===== src/rtl/xinlv_frame_ctrl.sv =====
// Heart-rate frame parser: turns "BPM<digits>" byte frames from a UART receiver into a
// binary BPM value, with an inter-byte timeout and a saturating count of rejected frames.
//
// state    | meaning
// ---------+----------------------------------------------------------
// S_IDLE   | waiting for 'B'; every other byte is ignored silently
// S_GOT_B  | 'B' seen, expecting 'P'
// S_GOT_P  | "BP" seen, expecting 'M'
// S_DIGITS | "BPM" seen, accumulating up to MAX_DIGITS ASCII digits
module xinlv_frame_ctrl #(
   parameter int TIMEOUT_CYC = 208320,
   parameter int MAX_DIGITS  = 3
) (
   input  logic       clk,
   input  logic       rst,
   input  logic [7:0] rx_data,
   input  logic       rx_valid,
   output logic [7:0] xinlv,
   output logic       xinlv_valid,
   output logic       frame_err,
   output logic       busy,
   output logic [7:0] err_cnt
);

   localparam int TW = (TIMEOUT_CYC > 2) ? $clog2(TIMEOUT_CYC) : 1;
   localparam int CW = $clog2(MAX_DIGITS + 1);
   localparam logic [TW-1:0] TMO_LAST = TW'(TIMEOUT_CYC - 1);
   localparam logic [CW-1:0] CNT_LAST = CW'(MAX_DIGITS - 1);

   typedef enum logic [1:0] {
      S_IDLE   = 2'd0,
      S_GOT_B  = 2'd1,
      S_GOT_P  = 2'd2,
      S_DIGITS = 2'd3
   } state_t;

   state_t        state_q, state_d;
   logic [9:0]    acc_q, acc_d;
   logic [CW-1:0] cnt_q, cnt_d;
   logic [TW-1:0] tmo_q, tmo_d;
   logic [7:0]    xinlv_q, xinlv_d;
   logic          xinlv_valid_q, xinlv_valid_d;
   logic          frame_err_q, frame_err_d;
   logic          busy_q, busy_d;
   logic [7:0]    err_cnt_q, err_cnt_d;

   logic          is_b, is_p, is_m, is_digit;
   logic [9:0]    digit;
   logic [9:0]    acc_mac;
   logic          tmo_hit;
   logic          commit;
   logic          reject;
   logic [9:0]    commit_val;

   always_comb begin
      is_b     = (rx_data == 8'h42);
      is_p     = (rx_data == 8'h50);
      is_m     = (rx_data == 8'h4D);
      is_digit = (rx_data >= 8'h30) && (rx_data <= 8'h39);
      digit    = {6'd0, rx_data[3:0]};
      acc_mac  = acc_q * 10'd10 + digit;
      // A byte arriving on the expiry cycle wins over the timeout
      tmo_hit  = (state_q != S_IDLE) && !rx_valid && (tmo_q == TMO_LAST);
   end

   always_comb begin
      state_d    = state_q;
      acc_d      = acc_q;
      cnt_d      = cnt_q;
      commit     = 1'b0;
      reject     = 1'b0;
      commit_val = acc_q;

      if (rx_valid) begin
         unique case (state_q)
            S_IDLE: begin
               if (is_b) state_d = S_GOT_B;
            end
            S_GOT_B: begin
               if (is_p) begin
                  state_d = S_GOT_P;
               end else if (!is_b) begin
                  state_d = S_IDLE;
                  reject  = 1'b1;
               end
            end
            S_GOT_P: begin
               if (is_m) begin
                  state_d = S_DIGITS;
                  acc_d   = '0;
                  cnt_d   = '0;
               end else begin
                  reject  = 1'b1;
                  state_d = is_b ? S_GOT_B : S_IDLE;
               end
            end
            S_DIGITS: begin
               if (is_digit) begin
                  acc_d = acc_mac;
                  cnt_d = cnt_q + CW'(1);
                  if (cnt_q == CNT_LAST) begin
                     commit     = 1'b1;
                     commit_val = acc_mac;
                     state_d    = S_IDLE;
                  end
               end else begin
                  // The terminating byte doubles as the start of the next header
                  if (cnt_q != '0) commit = 1'b1;
                  else             reject = 1'b1;
                  state_d = is_b ? S_GOT_B : S_IDLE;
               end
            end
            default: state_d = S_IDLE;
         endcase
      end else if (tmo_hit) begin
         if ((state_q == S_DIGITS) && (cnt_q != '0)) commit = 1'b1;
         else                                        reject = 1'b1;
         state_d = S_IDLE;
      end
   end

   always_comb begin
      if (rx_valid || (state_q == S_IDLE) || tmo_hit) tmo_d = '0;
      else                                            tmo_d = tmo_q + TW'(1);

      xinlv_d = xinlv_q;
      if (commit) xinlv_d = (commit_val > 10'd255) ? 8'hFF : commit_val[7:0];

      err_cnt_d = err_cnt_q;
      if (reject && (err_cnt_q != 8'hFF)) err_cnt_d = err_cnt_q + 8'd1;

      xinlv_valid_d = commit;
      frame_err_d   = reject;
      busy_d        = (state_d != S_IDLE);
   end

   always_ff @(posedge clk or posedge rst) begin
      if (rst) begin
         state_q       <= S_IDLE;
         acc_q         <= '0;
         cnt_q         <= '0;
         tmo_q         <= '0;
         xinlv_q       <= '0;
         xinlv_valid_q <= 1'b0;
         frame_err_q   <= 1'b0;
         busy_q        <= 1'b0;
         err_cnt_q     <= '0;
      end else begin
         state_q       <= state_d;
         acc_q         <= acc_d;
         cnt_q         <= cnt_d;
         tmo_q         <= tmo_d;
         xinlv_q       <= xinlv_d;
         xinlv_valid_q <= xinlv_valid_d;
         frame_err_q   <= frame_err_d;
         busy_q        <= busy_d;
         err_cnt_q     <= err_cnt_d;
      end
   end

   assign xinlv       = xinlv_q;
   assign xinlv_valid = xinlv_valid_q;
   assign frame_err   = frame_err_q;
   assign busy        = busy_q;
   assign err_cnt     = err_cnt_q;

endmodule

===== config.mk =====
export PLATFORM = sky130hd
export DESIGN_NAME = xinlv_frame_ctrl
export DESIGN_NICKNAME = d
export VERILOG_FILES = /design/src/rtl/xinlv_frame_ctrl.sv
export SDC_FILE = /design/constraint.sdc
export NUM_CORES = 1
export LEC_CHECK = 0
export CORE_MARGIN = 4
export CORE_UTILIZATION = 57
export DETAILED_ROUTE_END_ITERATION = 12
export MAX_ROUTING_LAYER = met4
export PLACE_DENSITY = 0.89
export SLEW_MARGIN = 30
export SYNTH_ARGS = -nofsm -noshare
export SYNTH_HDL_FRONTEND = slang
export SYNTH_SLANG_ARGS = --single-unit

===== constraint.sdc =====
create_clock -name clk -period 3.54 [get_ports clk]
set_input_delay 0.885 -clock clk [delete_from_list [all_inputs] [get_ports clk]]
set_output_delay 0.885 -clock clk [all_outputs]
set_load 0.05 [all_outputs]

==> results.json <==
{
  "max_slew.worst_pin.slew_ps": 607,
  "die_w_um": 80.3,
  "setup_tns_ps": 0,
  "antenna_left": 0,
  "drive_above_1_share_pct": 10.7,
  "hold_buffers": 0,
  "place_congestion": 0.908,
  "num_vias": 2248,
  "drt-vias-per-instance": 5.68,
  "slew_viol_final": 0,
  "dp_hpwl_um": 4370,
  "synth_seq_cells": 51,
  "ys_seq_area_share_pct": 42.9,
  "numPortBuffers": 29,
  "ios": 30,
  "synth_area_um2": 2980,
  "hold_viol": 0,
  "htreeDepth": 2,
  "clock.fmax_mhz": 314,
  "die_h_um": 80.3,
  "antenna_found_initial": 0,
  "coreArea_um2": 5070,
  "dieArea_um2": 6440,
  "cts_max_path_buffers": 2,
  "row_count": 26,
  "first_pass_iters": 4,
  "worst_ep_required_time_ps": 3690,
  "synthCells": 293,
  "min_period_over_period_pct": 90.1,
  "root_buffer": "clkbuf_8",
  "wl_per_cell_um": 14.8,
  "ys_warn_count": 0,
  "leakage_uw": 0.00148,
  "ys_types": 55,
  "cp_top_family": "adder cells",
  "fillers": 401,
  "worst_path_max_delay_cell": "clkdlybuf4s50_1",
  "crit_top_cell": "nor2_1",
  "cts_buffers": 5,
  "synth_fp_nets": 324,
  "seq_area_um2": 1280,
  "clk_latency_ps": 300,
  "power_density_nw_per_um2": 295,
  "gr-total-overflow": 0,
  "crit_buf_inv": 2,
  "wl_um": 5880,
  "drc": 0,
  "mostFrequentLayoutCells": "dfrtp_1 (51), nor2_1 (36), clkdlybuf4s50_1 (29)",
  "rsz0062_at_grt": "no",
  "grt_pass1_wl_um": 10300,
  "arrival_ps": 3340,
  "fin_crit_ps": 3190,
  "critPathKind": "input pin to flip-flop",
  "layout_commonest_cell": "dfrtp_1",
  "clk_pin_slew_ps": 100,
  "synth_flop_cell": "dfrtp_1",
  "power.total_uw": 1010,
  "grt_max_degree": 52,
  "cp-start-kind": "input pin",
  "peakVddDrop_v": 0.000143,
  "gr-usage-all-layers_pct": 20.6,
  "cts_setup_buffers": 0,
  "fin_skew_ps": 9.81,
  "post_cts_resized": 0,
  "drv_cap": 0,
  "antenna_cells": 0,
  "timing.slew.headroom_pct": 59.5,
  "cp_max_fo": 8,
  "critPathCaptureType": "flip-flop",
  "async_flop_share_pct": 100,
  "start_util_pct": 58.6,
  "synth-edff-count": 0,
  "nets": 356,
  "hp-class": "flip-flop to flip-flop",
  "multi_input_area_um2": 1640,
  "cts_tree": "built",
  "clock-sinks": 51,
  "status": "finished, final reports clean",
  "slowest_delay_ps": 490,
  "drt_iter0_markers": 122,
  "setup_viol_count_final": 0,
  "first_global_vias": 2236,
  "area_delta_synth_final_pct": 15.5,
  "crit_chain": "clkdlybuf4s50_1, ha_1, inv_1, fa_1, nor2b_1, nor2_1, nor2_1, nand3_1, xnor3_1, o32ai_4, a41oi_1",
  "avgSynthCellArea_um2": 10.2
}
[cell type report]
type | instances | area share (%)
clock buffer | 5 | 2.00
clock inverter | 3 | 0.692
inverter | 7 | 0.837
multi-input combinational | 228 | 47.7
sequential | 51 | 37.1
tap | 70 | 2.55
timing repair buffer | 32 | 9.10
[final timing paths]
path / from / endpoint / slack [ps] / cells past startpoint
worst max register to register: acc_q[1]$_DFFE_PP0P_ / xinlv[0]$_DFFE_PP0P_ / 420 / 10
worst min register to register: tmo_q[0]$_DFF_PP0_ / tmo_q[0]$_DFF_PP0_ / 500 / 1
worst min-delay path: tmo_q[0]$_DFF_PP0_ / tmo_q[0]$_DFF_PP0_ / 500 / 1
min in group asynchronous: rst / tmo_q[14]$_DFF_PP0_ / 1000 / 2
max in group asynchronous: rst / xinlv[0]$_DFFE_PP0P_ / 2130 / 2
worst max-delay path: rx_data[1] / xinlv[0]$_DFFE_PP0P_ / 350 / 11
[layer usage]
metal	track usage, %	part of all wire, %	up-vias
met5	-	0	-
met4	5.91	2.0	0
met3	2.69	4.0	10
met2	33.7	49	52
met1	27.0	45	1088
li1	-	-	1098
[logic make-up after synthesis]
group	synth area share (%)
fa+ha+maj	8.92
flops	42.9
mux	1.39
simple gates	21.4
xor+xnor	9.88
compound gates	13.5
buf+inv	2.02
[Yosys cell counts (3+ instances only)]
cell / instances / area share (%)
clkbuf_1: 5 / 0.63
nor2_1: 36 / 4.5
xnor2_1: 14 / 4.1
a22o_1: 7 / 2.1
nor3_1: 3 / 0.50
or3_1: 3 / 0.63
nand2_1: 26 / 3.3
o21ai_0: 14 / 2.4
and3_1: 3 / 0.63
inv_1: 7 / 0.88
mux2i_1: 3 / 1.0
xor2_1: 17 / 5.0
nand3_1: 14 / 2.4
a21oi_1: 8 / 1.3
ha_1: 18 / 7.6
nand4_1: 8 / 1.7
dfrtp_1: 51 / 43
nor2b_1: 3 / 0.63
a31oi_1: 8 / 1.7
[power breakdown]
group,switching (uW),internal [uW],total (uW)
sequential,3.96,588,592
clock,201,142,342
combinational,49.6,29.1,78.7
total,254,759,1010
[registers in the layout, indices dropped and copies added, names as in the netlist]
signal / count
frame_err: 1
busy: 1
tmo_q: 18
cnt_q: 2
state_q: 2
xinlv_valid: 1
xinlv: 8
err_cnt: 8
acc_q: 10
[metrics by stage]
step,hold slack (ps),cell area [um2],cells,utilization [%],setup slack (ps)
global route,537,3440,396,67.7,148
finish,499,3440,396,67.7,351
global placement,479,3340,388,65.9,92.3
detailed placement,487,3340,388,65.9,37.8
floorplan,455,2980,293,-,691
CTS,503,3440,396,67.7,351
Note: power is estimated with default switching activity, not from simulation.
